[config.mk]
export PLATFORM = sky130hd
export DESIGN_NAME = ofm_writeback_scheduler
export DESIGN_NICKNAME = d
export VERILOG_FILES = /design/src/rtl/ofm_writeback_scheduler.sv
export SDC_FILE = /design/constraint.sdc
export NUM_CORES = 1
export LEC_CHECK = 0
export CAP_MARGIN = 0
export CORE_MARGIN = 3
export CORE_UTILIZATION = 25
export DETAILED_ROUTE_END_ITERATION = 10
export PLACE_DENSITY = 0.42
export SLEW_MARGIN = 30
export SYNTH_ARGS = -nofsm -noshare
export SYNTH_HDL_FRONTEND = slang
export SYNTH_SLANG_ARGS = --single-unit
[constraint.sdc]
create_clock -name clk -period 3.9 [get_ports clk]
set_input_delay 0.39 -clock clk [delete_from_list [all_inputs] [get_ports clk]]
set_output_delay 0.39 -clock clk [all_outputs]
set_load 0.1 [all_outputs]
[src/rtl/ofm_writeback_scheduler.sv]
// OFM writeback sequencer: queues finished ping-pong tiles and issues one write-master burst per stride.
// Optional build macro OFM_WB_PERF_EN adds saturating wait/idle cycle counters.
module ofm_writeback_scheduler #(
  parameter int unsigned AXI_ADDR_W = 32,
  parameter int unsigned AXI_DATA_W = 128,
  parameter int unsigned BURST_LEN  = 128,
  parameter int unsigned TILE_CNT_W = 16
) (
  input  logic                  clk,
  input  logic                  rst_n,
  input  logic                  layer_start,
  input  logic [AXI_ADDR_W-1:0] cfg_ofm_base,
  input  logic [TILE_CNT_W-1:0] cfg_num_tiles,
  input  logic [7:0]            cfg_bursts_per_tile,
  input  logic                  tile_ready,
  input  logic                  tile_buf,
  output logic [1:0]            buf_busy,
  output logic                  start_write,
  output logic [AXI_ADDR_W-1:0] base_addr,
  output logic                  buf_sel,
  input  logic                  wr_done,
  output logic                  busy,
  output logic                  layer_done,
  output logic                  err_overrun
`ifdef OFM_WB_PERF_EN
  ,
  output logic [31:0]           perf_wait_cycles,
  output logic [31:0]           perf_idle_cycles
`endif
);

  localparam int unsigned BSTRIDE = BURST_LEN * AXI_DATA_W / 8;
  localparam int unsigned ALIGN_W = $clog2(BSTRIDE);

  typedef enum logic [2:0] {
    IDLE      = 3'd0,
    WAIT_TILE = 3'd1,
    ISSUE     = 3'd2,
    WAIT_DONE = 3'd3,
    NEXT      = 3'd4
  } state_t;

  state_t                state;
  state_t                state_next;

  logic [TILE_CNT_W-1:0] num_tiles;
  logic [7:0]            bpt;
  logic [7:0]            burst_cnt;
  logic [TILE_CNT_W-1:0] tile_cnt;
  logic [TILE_CNT_W-1:0] push_cnt;

  // Two-entry shift FIFO of buffer indices; q_head drives the read mux directly.
  logic                  q_head;
  logic                  q_tail;
  logic [1:0]            q_cnt;

  logic                  latch;
  logic                  burst_last;
  logic                  tile_last;
  logic                  rel;
  logic [1:0]            rel_mask;
  logic [1:0]            busy_after_rel;
  logic                  push;
  logic [1:0]            push_mask;
  logic                  overrun;
  logic [1:0]            q_cnt_pop;
  logic                  q_head_n;
  logic                  q_tail_n;
  logic [1:0]            q_cnt_n;
  logic                  start_write_d;
  logic                  busy_d;
  logic                  layer_done_d;

  // State register
  always_ff @(posedge clk or negedge rst_n) begin
    if (!rst_n) begin
      state <= IDLE;
    end else begin
      state <= state_next;
    end
  end

  // Next-state logic
  always_comb begin
    state_next = state;
    case (state)
      IDLE: begin
        if (layer_start && (cfg_num_tiles != '0)) begin
          state_next = WAIT_TILE;
        end
      end
      WAIT_TILE: begin
        if (q_cnt != 2'd0) begin
          state_next = ISSUE;
        end
      end
      ISSUE: begin
        state_next = WAIT_DONE;
      end
      WAIT_DONE: begin
        if (wr_done) begin
          state_next = NEXT;
        end
      end
      NEXT: begin
        if (!burst_last) begin
          state_next = ISSUE;
        end else if (tile_last) begin
          state_next = IDLE;
        end else begin
          state_next = WAIT_TILE;
        end
      end
      default: state_next = IDLE;
    endcase
  end

  // Control and output-next logic; a release in NEXT is applied before a same-edge push
  always_comb begin
    latch          = 1'b0;
    burst_last     = 1'b0;
    tile_last      = 1'b0;
    rel            = 1'b0;
    rel_mask       = 2'b00;
    busy_after_rel = buf_busy;
    push           = 1'b0;
    push_mask      = 2'b00;
    overrun        = 1'b0;
    q_cnt_pop      = q_cnt;
    q_head_n       = q_head;
    q_tail_n       = q_tail;
    q_cnt_n        = q_cnt;
    start_write_d  = 1'b0;
    busy_d         = 1'b0;
    layer_done_d   = 1'b0;

    latch          = (state == IDLE) && layer_start;
    burst_last     = (8'(burst_cnt + 8'd1) >= bpt);
    tile_last      = (TILE_CNT_W'(tile_cnt + 1'b1) == num_tiles);
    rel            = (state == NEXT) && burst_last;
    rel_mask       = rel ? 2'(2'b01 << q_head) : 2'b00;
    busy_after_rel = buf_busy & ~rel_mask;

    push      = tile_ready && (state != IDLE) && (push_cnt < num_tiles) &&
                !busy_after_rel[tile_buf];
    push_mask = push ? 2'(2'b01 << tile_buf) : 2'b00;
    overrun   = tile_ready && !push;

    q_cnt_pop = rel ? 2'(q_cnt - 2'd1) : q_cnt;
    q_head_n  = rel ? q_tail : q_head;
    if (push) begin
      if (q_cnt_pop == 2'd0) begin
        q_head_n = tile_buf;
      end else begin
        q_tail_n = tile_buf;
      end
    end
    q_cnt_n = 2'(q_cnt_pop + {1'b0, push});

    start_write_d = (state_next == ISSUE);
    busy_d        = (state_next != IDLE);
    layer_done_d  = (latch && (cfg_num_tiles == '0)) || (rel && tile_last);
  end

  // Registered handshake outputs
  always_ff @(posedge clk or negedge rst_n) begin
    if (!rst_n) begin
      start_write <= 1'b0;
      busy        <= 1'b0;
      layer_done  <= 1'b0;
    end else begin
      start_write <= start_write_d;
      busy        <= busy_d;
      layer_done  <= layer_done_d;
    end
  end

  // Layer configuration and progress counters
  always_ff @(posedge clk or negedge rst_n) begin
    if (!rst_n) begin
      num_tiles <= '0;
      bpt       <= 8'd0;
      burst_cnt <= 8'd0;
      tile_cnt  <= '0;
      push_cnt  <= '0;
      base_addr <= '0;
    end else if (latch) begin
      num_tiles <= cfg_num_tiles;
      bpt       <= (cfg_bursts_per_tile == 8'd0) ? 8'd1 : cfg_bursts_per_tile;
      burst_cnt <= 8'd0;
      tile_cnt  <= '0;
      push_cnt  <= '0;
      base_addr <= {cfg_ofm_base[AXI_ADDR_W-1:ALIGN_W], {ALIGN_W{1'b0}}};
    end else begin
      if (state == NEXT) begin
        base_addr <= AXI_ADDR_W'(base_addr + AXI_ADDR_W'(BSTRIDE));
        burst_cnt <= burst_last ? 8'd0 : 8'(burst_cnt + 8'd1);
      end
      if (rel) begin
        tile_cnt <= TILE_CNT_W'(tile_cnt + 1'b1);
      end
      if (push) begin
        push_cnt <= TILE_CNT_W'(push_cnt + 1'b1);
      end
    end
  end

  // Buffer ownership, tile queue and sticky overrun flag
  always_ff @(posedge clk or negedge rst_n) begin
    if (!rst_n) begin
      buf_busy    <= 2'b00;
      q_head      <= 1'b0;
      q_tail      <= 1'b0;
      q_cnt       <= 2'd0;
      buf_sel     <= 1'b0;
      err_overrun <= 1'b0;
    end else begin
      buf_busy    <= busy_after_rel | push_mask;
      q_head      <= q_head_n;
      q_tail      <= q_tail_n;
      q_cnt       <= latch ? 2'd0 : q_cnt_n;
      buf_sel     <= q_head_n;
      err_overrun <= latch ? overrun : (err_overrun | overrun);
    end
  end

`ifdef OFM_WB_PERF_EN
  // Saturating stall counters, restarted per layer
  always_ff @(posedge clk or negedge rst_n) begin
    if (!rst_n) begin
      perf_wait_cycles <= 32'd0;
      perf_idle_cycles <= 32'd0;
    end else if (latch) begin
      perf_wait_cycles <= 32'd0;
      perf_idle_cycles <= 32'd0;
    end else begin
      if ((state == WAIT_DONE) && (perf_wait_cycles != 32'hFFFF_FFFF)) begin
        perf_wait_cycles <= perf_wait_cycles + 32'd1;
      end
      if ((state == WAIT_TILE) && (perf_idle_cycles != 32'hFFFF_FFFF)) begin
        perf_idle_cycles <= perf_idle_cycles + 32'd1;
      end
    end
  end
`endif

endmodule

== Word-level counts from Yosys, hierarchy flattened ==
Index checks and enable logic that the tools add are counted.
Widths: inputs -> output; s select.

* Register bits after elaboration: 109
* Latch bits: 0
* Memory bits (writable): 0
* ROM bits: 0
* Input port bits: 62
* Output and inout bits: 39
* Logic and storage cells: 87
* Memories: 0

* Add/subtract/negate cells: 6
* Multipliers: 0
* Divide/modulo/power cells: 0
* Magnitude comparators: 3
* Equality and inequality tests: 6
* Shifts and indexed selects: 2
* Multiplexer cells: 26
* Bitwise operators: 5
* Reduce and logical (&&, ||, !) cells: 24

{| class="wikitable"
|+ Operator list
! kind !! count
|-
| $mux 16 || 4
|-
| $mux 32 || 2
|-
| $add 16x1->16 const B || 2
|-
| $add 32x12->32 const B || 1
|-
| $mux 8 || 4
|-
| $eq 16x16->1 || 1
|-
| $logic_not 16->1 || 1
|-
| $lt 16x16->1 || 1
|-
| $reduce_bool 16->1 || 1
|-
| $pmux 3 s5 || 1
|-
| $mux 2 || 5
|-
| $eq 3x2->1 const B || 3
|-
| $logic_and 1x1->1 || 9
|-
| $mux 3 || 3
|-
| $add 8x1->8 const B || 1
|-
| $ge 8x8->1 || 1
|-
| $logic_not 8->1 || 1
|-
| $reduce_bool 2->1 || 4
|-
| $mux 1 || 7
|-
| $reduce_bool 3->1 || 2
|-
| $shl 1x1->2 const A || 2
|-
| $eq 3x1->1 const B || 1
|-
| $eq 3x3->1 const B || 1
|-
| $logic_not 3->1 || 1
|-
| 12 further kinds || 13
|}

== Depth between registers and ports, before layout ==
* Depth after elaboration: 14
* Depth in mapped cells: 15
* Mapped depth without buffers: 14

== Worst setup path after synthesis ==
OpenSTA, ideal clock, no wires.

* Path type: reg2reg
* Start: register burst_cnt[0]
* End: register q_cnt[1]
* Setup time: 132 ps
* Arrival time: 2988 ps
* Setup slack: 780 ps
* Stages on the path, launching flop included: 16
* Path buffers: 1
* Clock period less this slack: 3120 ps
* Cell sequence: dfrtp_1 -> ha_1 -> nand3_1 -> nor2_1 -> xor2_1 -> ha_1 -> a21o_1 -> a21oi_1 -> o32ai_1 -> a2111oi_0 -> or4_4 -> inv_2 -> buf_4 -> ha_1 -> xnor2_1 -> nor2_1

* Cells in the longest elaborated chain, start to end: 12
* Elaborated cells on any way between the ends: 13
* Those cells by class: 2 x add/sub; 1 x order compare; 5 x mux; 2 x bitwise; 3 x reduce/logical

{| class="wikitable"
|+ RTL lines
! item !! RTL line !! text
|-
| start: declaration || 48 || <nowiki>logic [7:0] burst_cnt;</nowiki>
|-
| start signal: assignment || 197 || <nowiki>burst_cnt <= burst_last ? 8'd0 : 8'(burst_cnt + 8'd1);</nowiki>
|-
| $add 8x1->8 * || 138 || <nowiki>burst_last = (8'(burst_cnt + 8'd1) >= bpt);</nowiki>
|-
| $ge 8x8->1 * || 138 ||
|-
| $logic_and 1x1->1 * || 140 || <nowiki>rel = (state == NEXT) && burst_last;</nowiki>
|-
| $mux 2 || 141 || <nowiki>rel_mask = rel ? 2'(2'b01 << q_head) : 2'b00;</nowiki>
|-
| $not 2->2 || 142 || <nowiki>busy_after_rel = buf_busy & ~rel_mask;</nowiki>
|-
| $and 2x2->2 || 142 ||
|-
| $mux 1 (not written as such) (2 in a row) || 145 || <nowiki>!busy_after_rel[tile_buf];</nowiki>
|-
| $logic_not 1->1 || 145 ||
|-
| $logic_and 1x1->1 || 144 || <nowiki>push = tile_ready && (state != IDLE) && (push_cnt < num_tiles) &&</nowiki>
|-
| $add 2x1->2 * || 158 || <nowiki>q_cnt_n = 2'(q_cnt_pop + {1'b0, push});</nowiki>
|-
| $mux 2 * || 221 || <nowiki>q_cnt <= latch ? 2'd0 : q_cnt_n;</nowiki>
|-
| end signal: assignment || 221 ||
|-
| end: declaration || 55 || <nowiki>logic [1:0] q_cnt;</nowiki>
|}

Every way passes the cells marked *; elsewhere a longest branch is shown, timed or not. The select of a mux whose other input is x is not followed.
A chain may end at the register's enable or synchronous reset.

== Worst setup path after layout ==
Same ends and word-level chain as after synthesis.

==> impl_metrics.yaml <==
outcome:
  status: "finished clean"
clocking:
  cts_tree: "built"
  cts_buffers: 9
  cts_setup_buffers: 0
  cts_max_level: 3
  cts_root_buf: "clkbuf_16"
  clk_pin_slew_ns: 0.07
  hold_buffers: 0
  cts.repair.resized: 0
  clk_latency_ns: 0.35
  numClockSinks: 98
  ctsLongestPathBuffers: 2
synthesis:
  synth_edf_count: 0
  synth_warnings: 0
  synthesis.instances: 660
  ys_seq_area_share_pct: 41.7
  synth.cell_area_um2: 5880
  ys_ff_latch: 98
  synth_top_flop_cell: "dfrtp_1"
  avgSynthCellArea_um2: 8.90
  ys_async_sr_fraction_pct: 100
  synthDistinctLibCells: 65
grt:
  antenna_found_initial: 0
  grt_pass1_wl_mm: 25.9
  grt_max_degree: 56
  grt_overflow: 0
  grt_pass1_vias: 4775
  grt_use_total_pct: 12.5
final_layout:
  drive_gt1_share_pct: 5.33
  mostFrequentLayoutCells: "nand2_1, dfrtp_1, o21ai_0, clkdlybuf4s50_1, nor2_1"
  area_growth_pct: 23.3
  fillers: 2385
  nets: 818
  final_common_cell: "nand2_1"
  antenna_cells: 0
setup_path:
  crit_slowest_cell: "dfrtp_1"
  path_cells: "ha_1 > nand3_1 > nor2_1 > xor2_1 > ha_1 > a21o_1 > a21oi_1 > o32ai_1 > a2111oi_1 > or4_4 > inv_2 > ha_1 > xnor2_1 > nor2_1"
  critPathKind: "register to register"
  required_ns: 4.12
  cp-start-kind: "register"
  critPathMaxFanout: 16
  critical_path.max_stage_delay_ns: 0.44
  worstPathArrival_ns: 3.74
  path_common_cell: "ha_1"
  ff2ff_path_depth: 14
  end_kind: "register"
routing:
  maxUsedRoutingLayer: "met4"
  vias: 4865
  wl_met1_mm: 7.57
  drtPass1Iterations: 8
  route.detailed.drc: 0
  ant_nets: 0
  wl_met2_mm: 7.55
  routed_wirelength_mm: 15.9
  wl_met3_um: 500
  drt_iter0_markers: 258
  wl_per_cell_um: 15.2
  via_per_inst: 4.66
sta:
  fin_crit_sh_pct: 90.3
  setup_slack_ns: 0.379
  max_freq_ghz: 0.284
  slew_viol_final: 0
  period_needed_ns: 3.52
  clock_skew_ns: 0.00932
  max_slew_margin_pct: 32.4
  setup_viol: 0
  worst_pin_slew_ns: 1.01
  tns_ns: 0
  rsz0062_at_grt: "no"
  finalHoldViolations: 0
die:
  die_h_um: 159
  initial_core_util_pct: 25.7
  design.core.area_um2: 22800
  fp.dieW_um: 159
  dieArea_um2: 25400
  rows: 55
  io_pins: 101
power_and_ir_drop:
  ir_worst_vdd_uv: 316
  p_leak_uw: 0.00307
  p_per_area_nw_per_um2: 690
  power_uw: 5000
job:
  cap_violations: 0
placement:
  pre_cts_slack_ns: 0.324
  io_buffers: 78
  dp_hpwl_mm: 11.8
  place_congestion: 0.804
hold_path:
  hold_path_class: "primary input to asynchronous set/reset pin"
metrics by stage:
| stage | utilization [%] | cells | instance area (µm²) | hold slack (ns) |
|---|---|---|---|---|
| CTS | 31.7 | 1045 | 7240 | 0.141 |
| global route | 31.7 | 1045 | 7240 | 0.169 |
| global placement | 30.2 | 1029 | 6900 | 0.477 |
| detailed placement | 30.2 | 1029 | 6900 | 0.495 |
| floorplan | - | 670 | 5910 | 0.0944 |
| finish | 31.7 | 1045 | 7240 | 0.111 |
logic make-up (layout without fill, tap and decap cells):
family | after synthesis | after routing | synth area share, %
other | 1 | 11 | 0.0638
and+or+nand+nor | 256 | 256 | 22.4
adders and majority gates | 29 | 29 | 6.18
muxes | 8 | 8 | 1.41
DFF | 98 | 98 | 41.7
AOI/OAI and AO/OA | 145 | 145 | 14.4
buffers and inverters | 70 | 132 | 5.92
xor gates and xnor gates | 53 | 53 | 7.90
path summary, 6_finish.rpt:
| check | startpoint | end | slack (ns) |
|---|---|---|---|
| setup / recovery | burst_cnt[0]$_DFFE_PN0N_ | q_cnt[1]$_DFF_PN0_ | 0.38 |
| hold / removal | rst_n | base_addr[23]$_DFFE_PN0N_ | 0.11 |
| setup reg to reg | burst_cnt[0]$_DFFE_PN0N_ | q_cnt[1]$_DFF_PN0_ | 0.38 |
| hold reg to reg | bpt[0]$_DFFE_PN0P_ | bpt[0]$_DFFE_PN0P_ | 0.51 |
| max in group asynchronous | rst_n | state[1]$_DFF_PN0_ | 2.98 |
| min in group clk | bpt[0]$_DFFE_PN0P_ | bpt[0]$_DFFE_PN0P_ | 0.51 |
cell usage after synthesis (3+ instances only):
| library cell | count | area, µm² |
|---|---|---|
| and3_1 | 13 | 81.3 |
| o21ai_0 | 82 | 410 |
| xor2_1 | 23 | 201 |
| and2_1 | 9 | 56.3 |
| nand4_1 | 12 | 75.1 |
| xnor2_1 | 30 | 263 |
| ha_1 | 29 | 363 |
| nor3b_1 | 3 | 22.5 |
| clkbuf_1 | 19 | 71.3 |
| o31ai_1 | 6 | 45.0 |
| or3_1 | 3 | 18.8 |
| buf_4 | 13 | 97.6 |
| nand3_1 | 27 | 135 |
| a21oi_1 | 23 | 115 |
| inv_1 | 31 | 116 |
| o211ai_1 | 3 | 22.5 |
| a211oi_1 | 3 | 22.5 |
| dfrtp_1 | 98 | 2450 |
| mux2i_1 | 6 | 60.1 |
| nor2_1 | 37 | 139 |
| nand2_1 | 102 | 383 |
| and4_1 | 6 | 52.6 |
| a21o_1 | 3 | 22.5 |
| a22o_1 | 7 | 61.3 |
| nand4b_1 | 7 | 61.3 |
| nand2b_1 | 6 | 37.5 |
| nor4_1 | 11 | 68.8 |
| nor3_1 | 3 | 15.0 |
worst max-delay path, delay by kind of cell, from the launching register on:
kind	cells	cell delay, ns
buffers and inverters	1	0.17
DFF	1	0.44
and+or+nand+nor	4	0.65
adders and majority gates	3	0.82
xor gates and xnor gates	2	0.35
AOI/OAI and AO/OA	4	0.97
report_power, final:
group          switching (µW)  leakage (µW)  total [µW]  internal (µW)
Clock                     402      0.000165        1020            615
Combinational            1670       0.00164        2370            697
Sequential                301       0.00127        1610           1310
flip-flops by register name, indices dropped and copies added (netlist names):
name	cells
base_addr	21
q_head	1
burst_cnt	8
bpt	8
start_write	1
num_tiles	16
tile_cnt	16
q_tail	1
layer_done	1
busy	1
buf_busy	2
err_overrun	1
state	3
q_cnt	2
push_cnt	16
final cells by class:
class	count	area, µm²	share of cell area [%]
Clock inverter	4	72.6	1.00
Tap cell	313	392	5.41
Timing Repair Buffer	84	823	11.4
Multi-Input combinational cell	502	3120	43.0
Inverter	32	120	1.66
Sequential cell	98	2450	33.9
Clock buffer	12	267	3.68
routing by layer:
layer,up-vias,GRT usage [%]
met1,2344,16.8
li1,2421,-
met5,-,0
met4,0,4.02
met3,15,2.19
met2,85,20.6
Power figures use the tool's default switching activity.
